`src/rtl/path_stack_replay.sv`:
```
// Records the solver's forward steps as a direction stack and replays the
// surviving path from start to goal, one direction per clock, on request.
module path_stack_replay #(
  parameter int DEPTH = 256,
  parameter int AW    = $clog2(DEPTH)
) (
  input  logic        clk,
  input  logic        rst,
  input  logic        push,
  input  logic        pop,
  input  logic [1:0]  dir,
  input  logic        clear,
  input  logic        run,
  output logic        move,
  output logic [1:0]  move_dir,
  output logic        done,
  output logic [AW:0] count,
  output logic        empty,
  output logic        full,
  output logic        overflow
);

  typedef enum logic [1:0] {RECORD, REPLAY, DONE} state_t;

  localparam logic [AW:0] DEPTH_W = (AW+1)'(DEPTH);
  localparam logic [AW:0] ONE_W   = {{AW{1'b0}}, 1'b1};

  state_t      state_q, state_d;
  logic [AW:0] sp_q, sp_d;
  logic [AW:0] rp_q, rp_d;
  logic        move_q, move_d;
  logic [1:0]  move_dir_q, move_dir_d;
  logic        done_q, done_d;
  logic        overflow_q, overflow_d;

  logic [1:0]    mem [DEPTH];
  logic          mem_we;
  logic [AW-1:0] mem_waddr;
  logic [1:0]    mem_wdata;
  logic [AW:0]   sp_dec;

  assign sp_dec = sp_q - ONE_W;

  always_comb begin
    state_d    = state_q;
    sp_d       = sp_q;
    rp_d       = rp_q;
    move_d     = move_q;
    move_dir_d = move_dir_q;
    done_d     = 1'b0;
    overflow_d = overflow_q;
    mem_we     = 1'b0;
    mem_waddr  = sp_q[AW-1:0];
    mem_wdata  = dir;

    if (clear) begin
      state_d    = RECORD;
      sp_d       = '0;
      rp_d       = '0;
      move_d     = 1'b0;
      overflow_d = 1'b0;
    end else begin
      case (state_q)
        REPLAY: begin
          if (rp_q < sp_q) begin
            move_dir_d = mem[rp_q[AW-1:0]];
            rp_d       = rp_q + ONE_W;
          end else begin
            move_d  = 1'b0;
            done_d  = 1'b1;
            state_d = DONE;
          end
        end
        default: begin
          // A run request wins over push/pop and restarts from mem[0].
          if (run) begin
            if (sp_q != '0) begin
              state_d    = REPLAY;
              move_d     = 1'b1;
              move_dir_d = mem[0];
              rp_d       = ONE_W;
            end else begin
              state_d = DONE;
              done_d  = 1'b1;
            end
          end else if (state_q == RECORD) begin
            if (push && pop && sp_q != '0) begin
              mem_we    = 1'b1;
              mem_waddr = sp_dec[AW-1:0];
            end else if (push) begin
              if (sp_q != DEPTH_W) begin
                mem_we = 1'b1;
                sp_d   = sp_q + ONE_W;
              end else begin
                overflow_d = 1'b1;
              end
            end else if (pop && sp_q != '0) begin
              sp_d = sp_dec;
            end
          end
        end
      endcase
    end
  end

  always_ff @(posedge clk or posedge rst) begin
    if (rst) begin
      state_q    <= RECORD;
      sp_q       <= '0;
      rp_q       <= '0;
      move_q     <= 1'b0;
      move_dir_q <= 2'd0;
      done_q     <= 1'b0;
      overflow_q <= 1'b0;
    end else begin
      state_q    <= state_d;
      sp_q       <= sp_d;
      rp_q       <= rp_d;
      move_q     <= move_d;
      move_dir_q <= move_dir_d;
      done_q     <= done_d;
      overflow_q <= overflow_d;
    end
  end

  // Path storage needs no reset; sp bounds which entries are valid.
  always_ff @(posedge clk) begin
    if (mem_we) mem[mem_waddr] <= mem_wdata;
  end

  assign move     = move_q;
  assign move_dir = move_dir_q;
  assign done     = done_q;
  assign overflow = overflow_q;
  assign count    = sp_q;
  assign empty    = (sp_q == '0);
  assign full     = (sp_q == DEPTH_W);

endmodule

```
`config.mk`:
```
export PLATFORM = sky130hd
export DESIGN_NAME = path_stack_replay
export DESIGN_NICKNAME = d
export VERILOG_FILES = /design/src/rtl/path_stack_replay.sv
export SDC_FILE = /design/constraint.sdc
export NUM_CORES = 1
export LEC_CHECK = 0
export BUFFER_PORTS_ARGS = -buffer_cell sky130_fd_sc_hd__buf_2
export CORE_UTILIZATION = 60
export DETAILED_ROUTE_END_ITERATION = 16
export HOLD_SLACK_MARGIN = 0.06
export PLACE_DENSITY_LB_ADDON = 0.15
export SYNTH_ARGS = -nofsm -noshare
export SYNTH_HDL_FRONTEND = slang
export SYNTH_SLANG_ARGS = --single-unit
```
`constraint.sdc`:
```
create_clock -name clk -period 7.24 [get_ports clk]
set_input_delay 0.724 -clock clk [delete_from_list [all_inputs] [get_ports clk]]
set_output_delay 0.724 -clock clk [all_outputs]
set_load 0.02 [all_outputs]
```
# Yosys cells after proc, flatten, opt, wreduce, memory -nomap -nowiden
# Memories as Yosys holds them, arrays and structs flattened.
# Cells that the tools add are included.
dict set report totals {
  out_inout_bits 16
  ff_bits 25
  wordCells 96
  ram_bits 512
  inputBits 8
  mem_count 1
}
# memory words width read_ports rd_clocked_by_memory_dff wr line_no
set memory_table {}
lappend memory_table {mem 256 2 2 0 1 36} ;# logic [1:0] mem [DEPTH];
dict set report op_classes {
  order_cmp 1
  reduce_logical 19
  n_eq_ne 11
  bitwise_logic 1
  muxes 53
  n_addsub 3
}
# cell count
set ops {}
lappend ops {{$mux W9} 13}
lappend ops {{$mux W8} 5}
lappend ops {{$mux W1} 26}
lappend ops {{$add A9 B1 Y9 const B} 2}
lappend ops {{$mux W2} 9}
lappend ops {{$reduce_and A6 Y1} 2}
lappend ops {{$ne A2 B2 Y1 const B} 5}
lappend ops {{$eq A9 B9 Y1 const B} 1}
lappend ops {{$logic_not A9 Y1} 1}
lappend ops {{$lt A9 B9 Y1} 1}
lappend ops {{$ne A9 B9 Y1 const B} 1}
lappend ops {{$reduce_bool A3 Y1} 3}
lappend ops {{$reduce_bool A9 Y1} 1}
lappend ops {{$sub A9 B1 Y9 const B} 1}
lappend ops {{$reduce_bool A2 Y1} 4}
lappend ops {{$ne A3 B3 Y1 const B} 2}
lappend ops {{$reduce_and A3 Y1} 2}
lappend ops {{$reduce_and A4 Y1} 1}
lappend ops {{$logic_and A1 B1 Y1} 3}
lappend ops {{$ne A3 B1 Y1 const B} 1}
lappend ops {{$eq A2 B1 Y1 const B} 1}
lappend ops {{$logic_not A2 Y1} 1}
lappend ops {{$reduce_and A2 Y1} 1}
lappend ops {{$not A1 Y1} 1}

# Depth between registers and ports, before layout
# Gate-level depths: netlist of run 1.
dict set report logic_depth {
  depth_word 10
  mapped_depth 13
  depth_no_buf 9
}

# Worst setup path before layout of run 1
# No wires, ideal clock.
dict set report synth_path {
  path_kind {reg2reg}
  startpoint {register sp_q[0] (netlist: count[0])}
  endpoint {memory mem[18][0], enable pin}
  slack_ns 4.015
  setup_ns 0.310
  n_path_buf 4
  arrival_time_ns 2.915
  period_less_slack_ns 3.225
  path_stages_with_launch 14
  required_ns 6.930
  path_cell_list {dfrtp_1 -> buf_6 -> inv_2 -> ha_1 -> or3b_1 -> buf_2 -> o41ai_2 -> a21boi_1 -> nand3_1 -> a21oi_1 -> nand2b_1 -> clkbuf_1 -> buf_2 -> nor2_1}
}
dict set report synth_between {
  elab_chain_cells 10
  elab_cells_between_ends 18
  cone_classes {add/sub (1); eq/ne (1); mux (14); reduce/logical (2)}
}
# element line_no
set synth_rtl {}
lappend synth_rtl {{start, declared} 29} ;# logic [AW:0] sp_q, sp_d;
lappend synth_rtl {{start signal, assigned} 117} ;# sp_q <= sp_d;
lappend synth_rtl {{$ne A9 B9 Y1} 91} ;# if (sp_q != DEPTH_W) begin
lappend synth_rtl {{$mux W1} 91}
lappend synth_rtl {{$mux W1} 90} ;# end else if (push) begin
lappend synth_rtl {{$mux W1} 87} ;# if (push && pop && sp_q != '0) begin
lappend synth_rtl {{$mux W1} 86} ;# end else if (state_q == RECORD) begin
lappend synth_rtl {{$mux W1} 76} ;# if (run) begin
lappend synth_rtl {{$mux W1} 63} ;# case (state_q)
lappend synth_rtl {{$mux W1} 56} ;# if (clear) begin
lappend synth_rtl {{$mux W1} 128} ;# if (mem_we) mem[mem_waddr] <= mem_wdata;
lappend synth_rtl {{$mux W1 (implied by the code)} 128}
lappend synth_rtl {{end, declared} 36}
# Parallel ways exist; a longest one is shown, timed or not.

# Worst setup path after layout of run 1
dict set report layout_path {
  startpoint {register sp_q[0] (netlist: count[0])}
  endpoint {memory mem[149][1], enable pin}
}
# The elaborated chain is that of the path after synthesis.

==> impl_metrics.env, run 1 <==
export IMPL_outcome="finished, final reports clean"
export IMPL_area_growth_pct=8.74
export IMPL_relSlewSlack_pct=19.8
export IMPL_fin_tns_setup_ns=0
export IMPL_p_int_uw=5310
export IMPL_dieArea_sq_um=39400
export IMPL_n_antenna_cell=0
export IMPL_fmax_mhz=233
export IMPL_clk_pin_slew_worst_paths_ns=0.06
export IMPL_ys_top_cells_by_area="edfxtp_1 66%, mux4_2 11%, nor2_1 4.9%"
export IMPL_syn_nets=1510
export IMPL_syn_cell_area_sq_um=23200
export IMPL_routed_wl_um=55200
export IMPL_fin_crit_sh_pct=59.3
export IMPL_p_sw_uw=1970
export IMPL_finalWeightedCongestion=0.921
export IMPL_hold_viol=0
export IMPL_synth_top_area_cell="edfxtp_1"
export IMPL_seq_area_sq_um=16000
export IMPL_powerDensity_nw_per_um2=289
export IMPL_gr_total_overflow=0
export IMPL_final_cells=2041
export IMPL_n_fill_cell=2643
export IMPL_clock_sinks=537
export IMPL_cellLeakagePower_uw=0.00763
export IMPL_arrival_ns=4.54
export IMPL_grt_pass1_vias=13300
export IMPL_worstPathRequired_ns=7.49
export IMPL_yosys_area_share_xor_xnor_pct=0.302
export IMPL_synth_distinct_cells=74
export IMPL_critPathTopFamily="simple AND/OR/NAND/NOR gates"
export IMPL_min_path_type="in -> async"
export IMPL_syn_inst=1491
export IMPL_p_seq_share_pct=48.5
export IMPL_cpMaxStageDelayCell="o31ai_1"
export IMPL_layout_commonest_cell="edfxtp_1"
export IMPL_root_buffer="clkbuf_16"
export IMPL_setup_viol=0
export IMPL_cp_max_fo=16
export IMPL_rsz0062_at_grt="false"
export IMPL_numPlacedInstances=1945
export IMPL_ys_flop_type="edfxtp_1"
export IMPL_hold_buffers=0
export IMPL_synth_top_family_by_area="multiplexers"
export IMPL_first_pass_iters=7
export IMPL_synthSimpleGateAreaFrac_pct=8.82
export IMPL_initial_core_util_pct=61.2
export IMPL_worst_path_buf_inv=1
export IMPL_cts_resized_gates=0
export IMPL_synth_mux_area_share_pct=13.3
export IMPL_hpwlAfterDp_um=33100
export IMPL_portBuffers=23
export IMPL_yosys_warnings=0
export IMPL_power_total_uw=7280
export IMPL_synth_top_area_share_pct=66.4
export IMPL_drive_above_1_share_pct=16.8
export IMPL_grt_max_degree=160
export IMPL_cts_tree="done"
export IMPL_wl_per_cell_um=27.0
export IMPL_cts_setup_buffers=0
export IMPL_skew_ns=0.0353
export IMPL_path_cells="inv_2 -> ha_1 -> or3b_1 -> o31a_1 -> nand3_1 -> o31ai_1 -> nand2_1 -> nor2_1"
export IMPL_worst_setup_path_type="reg -> reg"
export IMPL_drc=0
export IMPL_fp_row_count=71
export IMPL_ys_seq_area_share_pct=69.1
export IMPL_tightest_slew_ns=1.20
export IMPL_ir_drop_uv=192
export IMPL_synth_edff_count=512
export IMPL_swShare_pct=27.1
export IMPL_cp_slowest_stage_delay_ns=0.87
export IMPL_cts_buffer_depth=3
export IMPL_clkLatencyLatePin_ns=0.61
export IMPL_synthAdderAreaFrac_pct=0.594
export IMPL_syn_mean_instance_area_sq_um=15.5
export IMPL_startpoint_type="flop"
export IMPL_dieWidth_um=199
export IMPL_async_reset_ff_share_pct=4.66
export IMPL_ant_nets=0
export IMPL_grt_first_pass_wirelength_um=82700
export IMPL_cts_buffers=53
export IMPL_finalCriticalPeriod_ns=4.29
export IMPL_htree_levels=2
export IMPL_finalNetCount=1508
export IMPL_power_frac_clock_pct=34.8
export IMPL_die_y_um=199
export IMPL_io_pins=24
export IMPL_end_kind="flop"
export IMPL_grt_antenna_before_repair=0
export IMPL_track_usage_pct=29.2
export IMPL_route_vias_total=13500
export IMPL_synth_compound_area_share_pct=5.44
export IMPL_slew_viol_final=0
export IMPL_drv_cap=0
export IMPL_drt_iter0_markers=1733
export IMPL_combPwrFrac_pct=16.6
export IMPL_multi_input_area_sq_um=6590
export IMPL_routed_via_density=6.60
export IMPL_coreArea_sq_um=37800
export IMPL_mostFrequentLayoutCells="512 x edfxtp_1, 301 x nor2_1, 110 x mux4_2"
export IMPL_ys_ff_latch=537
layout make-up:
type | instances | area share [%]
flip-flops and latches | 537 | 63.6
multi-input cells | 834 | 26.1
clock buffers | 70 | 5.64
well taps | 511 | 2.54
repair buffers | 45 | 1.26
clock inverters | 26 | 0.596
inverters | 18 | 0.268
sequential cells by signal (all words and copies together), names as in the netlist:
name / cells
mem: 512
count: 9
rp_q: 9
move_dir: 2
state_q: 2
done: 1
move: 1
overflow: 1
per-stage QoR:
| step | area, sq um | utilization (%) | hold slack [ns] | setup WS (ns) |
|---|---|---|---|---|
| after floorplan | 23200 | - | 0.452 | 4.02 |
| after global placement | 23600 | 62.4 | 0.480 | 3.04 |
| after detailed placement | 23600 | 62.4 | 0.486 | 2.90 |
| after CTS | 25200 | 66.6 | 0.368 | 3.05 |
| after global routing | 25200 | 66.6 | 0.448 | 2.70 |
| final | 25200 | 66.6 | 0.350 | 2.95 |
final timing paths:
kind                       cells after the start                endpoint  slack, ns                  from
setup / recovery                               8   mem[149][1]$_DFFE_PP_       2.95  count[0]$_DFFE_PP0P_
hold / removal                                 2    overflow$_DFFE_PP0P_       0.35                   rst
setup reg to reg                               8   mem[149][1]$_DFFE_PP_       2.95  count[0]$_DFFE_PP0P_
hold reg to reg                                2    overflow$_DFFE_PP0P_       0.51  overflow$_DFFE_PP0P_
max in group asynchronous                      2     rp_q[1]$_DFFE_PP0P_       6.16                   rst
min in group clk                               3  state_q[0]$_DFFE_PP0P_       0.48                   run
cells in the mapped netlist (all sizes together) (7+ instances only):
| library cell | count |
|---|---|
| a2111oi | 11 |
| a21oi | 31 |
| a22oi | 8 |
| a31oi | 7 |
| buf | 62 |
| clkbuf | 40 |
| dfrtp | 25 |
| edfxtp | 512 |
| ha | 11 |
| inv | 15 |
| mux2 | 12 |
| mux2i | 46 |
| mux4 | 110 |
| nand2 | 69 |
| nand2b | 14 |
| nand3 | 22 |
| nor2 | 301 |
| nor2b | 11 |
| nor3 | 14 |
| o21ai | 27 |
| o221ai | 8 |
| o22ai | 16 |
| o31ai | 9 |
| or3 | 8 |
| xnor2 | 7 |
cells by family after synthesis:
kind of cell             after synthesis
buffers and inverters                120
adder cells (fa/ha/maj)               11
XOR/XNOR                               8
multiplexers                         168
flip-flops                           537
AO/OA/AOI/OAI                        175
AND/OR/NAND/NOR                      472
layer usage:
metal	wire length [um]	global-route usage (%)	up-vias
met5	0	0	-
met1	21900	40.8	6924
li1	-	-	5786
met3	4910	5.99	106
met4	1740	10.4	0
met2	26600	46.2	656
power by group through the flow:
| stage | logic (uW) | registers (uW) | clock network [uW] |
|---|---|---|---|
| after floorplan | 913 | 3550 | 0 |
| final | 1210 | 3540 | 2540 |
| after detailed placement | 1190 | 3600 | 0 |
| after global routing | 1300 | 3550 | 2670 |
| after CTS | 1200 | 3540 | 2560 |
| after global placement | 1180 | 3600 | 0 |
(Power assumes the default switching activity.)
==> run 2, diff against run 1 <==
- CORE_UTILIZATION: 60 -> 57
- clock period: 7.24 -> 3.7 ns (I/O delays scaled with it)
==> impl_metrics.env, run 2 (same netlist as run 1, synthesis figures left out) <==
export IMPL_io_pins=24
export IMPL_end_kind="flop"
export IMPL_route_vias_total=13800
export IMPL_relSlewSlack_pct=33.7
export IMPL_fp_row_count=73
export IMPL_final_cells=2128
export IMPL_dieWidth_um=204
export IMPL_skew_ns=0.0185
export IMPL_clkLatencyLatePin_ns=0.60
export IMPL_finalNetCount=1576
export IMPL_grt_first_pass_wirelength_um=87200
export IMPL_largest_register_ffs=512
export IMPL_min_path_type="in -> reg"
export IMPL_whs_path_depth=3
export IMPL_rsz0062_at_grt="false"
export IMPL_grt_pass1_vias=13900
export IMPL_finalWeightedCongestion=0.871
export IMPL_worst_setup_path_type="reg -> reg"
export IMPL_ant_nets=0
export IMPL_drive_above_1_share_pct=20.7
export IMPL_drc=0
export IMPL_mostFrequentLayoutCells="512 x edfxtp_1, 300 x nor2_1, 110 x mux4_2"
export IMPL_top_register="mem"
export IMPL_cts_buffer_depth=3
export IMPL_power_frac_clock_pct=35.9
export IMPL_fmax_mhz=294
export IMPL_worstRegToRegCells=10
export IMPL_fin_tns_setup_ns=0
export IMPL_hold_viol=0
export IMPL_routed_wl_um=58100
export IMPL_routed_via_density=6.48
export IMPL_cp_max_fo=13
export IMPL_area_growth_pct=12.0
export IMPL_multi_input_area_sq_um=6590
export IMPL_cts_buffers=53
export IMPL_wl_per_cell_um=27.3
export IMPL_worst_path_buf_inv=2
export IMPL_outcome="finished, final reports clean"
export IMPL_track_usage_pct=29.0
export IMPL_htree_levels=2
export IMPL_p_int_uw=10900
export IMPL_path_cells="inv_1 -> ha_1 -> or3b_1 -> o41ai_2 -> a21boi_1 -> nand3_1 -> a21oi_1 -> nand2_1 -> buf_4 -> nor2_1"
export IMPL_grt_antenna_before_repair=1
export IMPL_cpMaxStageDelayCell="or3b_1"
export IMPL_critPathTopFamily="compound AO/OA/AOI/OAI gates"
export IMPL_gr_total_overflow=0
export IMPL_slew_viol_final=0
export IMPL_cellLeakagePower_uw=0.00806
export IMPL_die_y_um=204
export IMPL_first_pass_iters=5
export IMPL_layout_commonest_cell="edfxtp_1"
export IMPL_fin_util_pct=65.0
export IMPL_powerDensity_nw_per_um2=568
export IMPL_grt_max_degree=114
export IMPL_cp_depth=10
export IMPL_fin_crit_sh_pct=91.8
export IMPL_finalCriticalPeriod_ns=3.40
export IMPL_clock_sinks=537
export IMPL_swShare_pct=26.4
export IMPL_cp_slowest_stage_delay_ns=0.50
export IMPL_coreArea_sq_um=39900
export IMPL_setup_viol=0
export IMPL_drt_iter0_markers=1580
export IMPL_combPwrFrac_pct=18.1
export IMPL_ir_drop_uv=378
export IMPL_arrival_ns=3.68
export IMPL_cts_tree="done"
export IMPL_tightest_slew_ns=0.993
export IMPL_drv_cap=0
export IMPL_hpwlAfterDp_um=36800
export IMPL_root_buffer="clkbuf_16"
export IMPL_clk_pin_slew_worst_paths_ns=0.06
export IMPL_n_fill_cell=2802
export IMPL_worstPathRequired_ns=3.99
export IMPL_portBuffers=23
export IMPL_p_seq_share_pct=46.0
export IMPL_initial_core_util_pct=58.0
export IMPL_numPlacedInstances=2026
export IMPL_power_total_uw=14800
export IMPL_startpoint_type="flop"
export IMPL_dieArea_sq_um=41500
export IMPL_cts_setup_buffers=0
export IMPL_seq_area_sq_um=16000
export IMPL_p_sw_uw=3900
[run 2: cell types whose count changed in the layout (fill, tap and decap cells not counted), sizes merged]
| cell | change |
|---|---|
| buf | +67 |
| bufinv | +4 |
| clkbuf | +3 |
| clkinv | -4 |
| diode | +1 |
| dlygate4sd3 | +1 |
| inv | +1 |
[run 2: tightest hold or removal path: cells and delay by family]
kind	cells	cell delay [ns]
compound gates	1	0.13
buf+inv	1	0.14
simple gates	1	0.06
[run 2: cell type report]
| class | instances | share of cell area (%) |
|---|---|---|
| antenna | 1 | 0.00964 |
| multi-input combinational | 834 | 25.4 |
| timing repair buffer | 113 | 3.59 |
| tap | 525 | 2.53 |
| sequential | 537 | 61.7 |
| clock buffer | 73 | 5.60 |
| clock inverter | 27 | 0.959 |
| inverter | 18 | 0.260 |
[run 2: power by group through the flow]
stage | combinational (uW) | sequential (uW) | clock (uW)
final | 2670 | 6790 | 5290
after global routing | 2870 | 6800 | 5580
after CTS | 2660 | 6790 | 5360
after detailed placement | 2640 | 6920 | 0
after global placement | 2620 | 6920 | 0
after floorplan | 1790 | 6940 | 0
[run 2: timing repair]
item	in CTS	in global routing
endpoints found under the setup margin	0	2
resized for setup	0	1
hold buffers	1	0
endpoints found under the hold margin	25	0
[run 2: layer usage]
layer / global-route usage (%) / wire [um] / vias to the layer above
met2: 46.3 / 27700 / 700
met4: 10.0 / 1960 / 0
met1: 39.8 / 22700 / 7059
li1: - / - / 5923
met5: 0 / 0 / -
met3: 6.20 / 5720 / 118
[run 2: through the flow]
stage | setup slack (ns) | cell area [sq um] | hold slack (ns)
after floorplan | 0.475 | 23200 | 0.397
after global placement | 0.228 | 24200 | 0.479
after detailed placement | 0.245 | 24200 | 0.488
after CTS | 0.208 | 26000 | 0.103
after global routing | 0.0279 | 26000 | 0.168
final | 0.303 | 26000 | 0.133
[run 2: worst paths after layout]
check	start	endpoint	slack, ns
max in group asynchronous	rst	rp_q[1]$_DFFE_PP0P_	2.42
max reg2reg	count[1]$_DFFE_PP0P_	mem[220][1]$_DFFE_PP_	0.30
max	count[1]$_DFFE_PP0P_	mem[220][1]$_DFFE_PP_	0.30
min in group asynchronous	rst	rp_q[4]$_DFFE_PP0P_	0.56
min reg2reg	overflow$_DFFE_PP0P_	overflow$_DFFE_PP0P_	0.49
min	run	state_q[0]$_DFFE_PP0P_	0.13
==> run 3, diff against run 2 <==
- CORE_UTILIZATION: 57 -> 40
==> impl_metrics.env, run 3 (same netlist as run 1, synthesis figures left out) <==
export IMPL_mostFrequentLayoutCells="512 x edfxtp_1, 301 x nor2_1, 110 x mux4_2"
export IMPL_worst_setup_path_type="reg -> reg"
export IMPL_htree_levels=2
export IMPL_crit_end="mem[8][1]$_DFFE_PP_"
export IMPL_track_usage_pct=21.6
export IMPL_grt_max_degree=103
export IMPL_initial_core_util_pct=40.8
export IMPL_routed_wl_um=62800
export IMPL_path_cells="inv_1 -> ha_1 -> or3b_1 -> o41ai_2 -> a21boi_1 -> nand3_1 -> a21oi_1 -> nand2_1 -> buf_12 -> nor2_1"
export IMPL_root_buffer="clkbuf_16"
export IMPL_fin_tns_setup_ns=0
export IMPL_gr_total_overflow=0
export IMPL_cts_buffer_depth=3
export IMPL_cts_tree="done"
export IMPL_drc=0
export IMPL_hold_viol=0
export IMPL_end_kind="flop"
export IMPL_fin_crit_sh_pct=92.3
export IMPL_grt_first_pass_wirelength_um=93200
export IMPL_clock_sinks=537
export IMPL_area_growth_pct=14.1
export IMPL_largest_register_ffs=512
export IMPL_setup_viol=0
export IMPL_finalWeightedCongestion=0.862
export IMPL_die_y_um=243
export IMPL_first_pass_iters=5
export IMPL_met2_usage_pct=35.0
export IMPL_cp_slowest_stage_delay_ns=0.39
export IMPL_cellLeakagePower_uw=0.00818
export IMPL_coreArea_sq_um=56800
export IMPL_worstRegToRegCells=10
export IMPL_dieWidth_um=243
export IMPL_critPathTopFamily="compound AO/OA/AOI/OAI gates"
export IMPL_outcome="finished, final reports clean"
export IMPL_n_fill_cell=4994
export IMPL_tightest_slew_ns=0.983
export IMPL_powerDensity_nw_per_um2=562
export IMPL_r2r_slack_ns=0.29
export IMPL_io_pins=24
export IMPL_clk_pin_slew_worst_paths_ns=0.06
export IMPL_skew_ns=0.0293
export IMPL_cpMaxStageDelayCell="or3b_1"
export IMPL_routed_via_density=5.71
export IMPL_worstPathRequired_ns=4.02
export IMPL_cts_buffers=57
export IMPL_ant_nets=0
export IMPL_slew_viol_final=0
export IMPL_drive_above_1_share_pct=21.6
export IMPL_top_register="mem"
export IMPL_ir_drop_uv=351
export IMPL_power_total_uw=14900
export IMPL_top_usage_layer="met2"
export IMPL_cp_startpoint="count[1]$_DFFE_PP0P_"
export IMPL_use_met1_pct=30.3
export IMPL_fp_row_count=87
export IMPL_seq_area_sq_um=16000
export IMPL_reg2reg_from="count[1]$_DFFE_PP0P_"
export IMPL_cp_depth=10
export IMPL_globalRouteMet3Util_pct=3.23
export IMPL_min_path_type="in -> reg"
export IMPL_fmax_mhz=293
export IMPL_dieArea_sq_um=58900
export IMPL_startpoint_type="flop"
export IMPL_finalNetCount=1588
export IMPL_worst_path_buf_inv=2
export IMPL_r2r_end="mem[8][1]$_DFFE_PP_"
export IMPL_grt_antenna_before_repair=1
export IMPL_finalCriticalPeriod_ns=3.41
export IMPL_clkLatencyLatePin_ns=0.63
export IMPL_hpwlAfterDp_um=39400
export IMPL_portBuffers=23
export IMPL_drt_iter0_markers=1250
export IMPL_drv_cap=0
export IMPL_layout_commonest_cell="edfxtp_1"
export IMPL_wl_per_cell_um=26.5
export IMPL_grt_pass1_vias=14000
export IMPL_arrival_ns=3.73
export IMPL_rsz0062_at_grt="false"
export IMPL_cp_max_fo=13
export IMPL_multi_input_area_sq_um=6590
export IMPL_route_vias_total=13500
export IMPL_relSlewSlack_pct=34.4
export IMPL_cts_setup_buffers=0
-- run 3: final cells by class --
class | count | area share, %
repair buffers | 121 | 4.03
inverters | 18 | 0.256
well taps | 756 | 3.58
clock buffers | 72 | 5.69
diodes | 1 | 0.00947
multi-input cells | 834 | 24.9
flip-flops and latches | 537 | 60.6
clock inverters | 34 | 0.918
-- run 3: power breakdown --
group,internal [uW],switching (uW)
Clock,3020,2380
Sequential,6720,116
Combinational,1040,1590
-- run 3: worst reg2reg max path: cells and delay by family, from the launching register on --
family | cells | cell delay (ns)
buffers and inverters | 2 | 0.41
adders and majority gates | 1 | 0.18
and+or+nand+nor | 4 | 1.04
AOI/OAI and AO/OA | 3 | 1.11
DFF | 1 | 0.38
-- run 3: metrics by stage --
step                      instances  area [sq um]  utilization, %  hold slack, ns  setup slack, ns
after CTS                      2372         26400            46.5          0.0794           0.0953
after floorplan                1491         23200               -           0.397            0.475
after detailed placement       2265         24700            43.4           0.488            0.114
final                          2373         26400            46.5           0.130            0.286
after global routing           2372         26400            46.5           0.147           0.0944
after global placement         2265         24700            43.4           0.486            0.168
-- run 3: worst min path at each step --
stage | from | to | slack [ns] | cells after the start
3_5_place_dp | overflow$_DFFE_PP0P_ | overflow$_DFFE_PP0P_ | 0.49 | 2
6_report | run | state_q[0]$_DFFE_PP0P_ | 0.13 | 3
5_1_grt | run | state_q[0]$_DFFE_PP0P_ | 0.15 | 3
2_1_floorplan | rst | count[0]$_DFFE_PP0P_ | 0.40 | 1
3_3_place_gp | overflow$_DFFE_PP0P_ | overflow$_DFFE_PP0P_ | 0.49 | 2
4_1_cts | run | state_q[0]$_DFFE_PP0P_ | 0.08 | 3
-- run 3: timing repair --
action	in CTS	in global routing
endpoints found under the hold margin	25	0
resized for setup	0	1
hold buffers	1	0
endpoints found under the setup margin	0	32
-- run 3: metal layers --
layer  vias to the layer above  routed length [um]
met3                        92                3910
met1                      7015               27200
li1                       5960                   -
met2                       479               29900
met4                         0                1760
met5                         -                   0
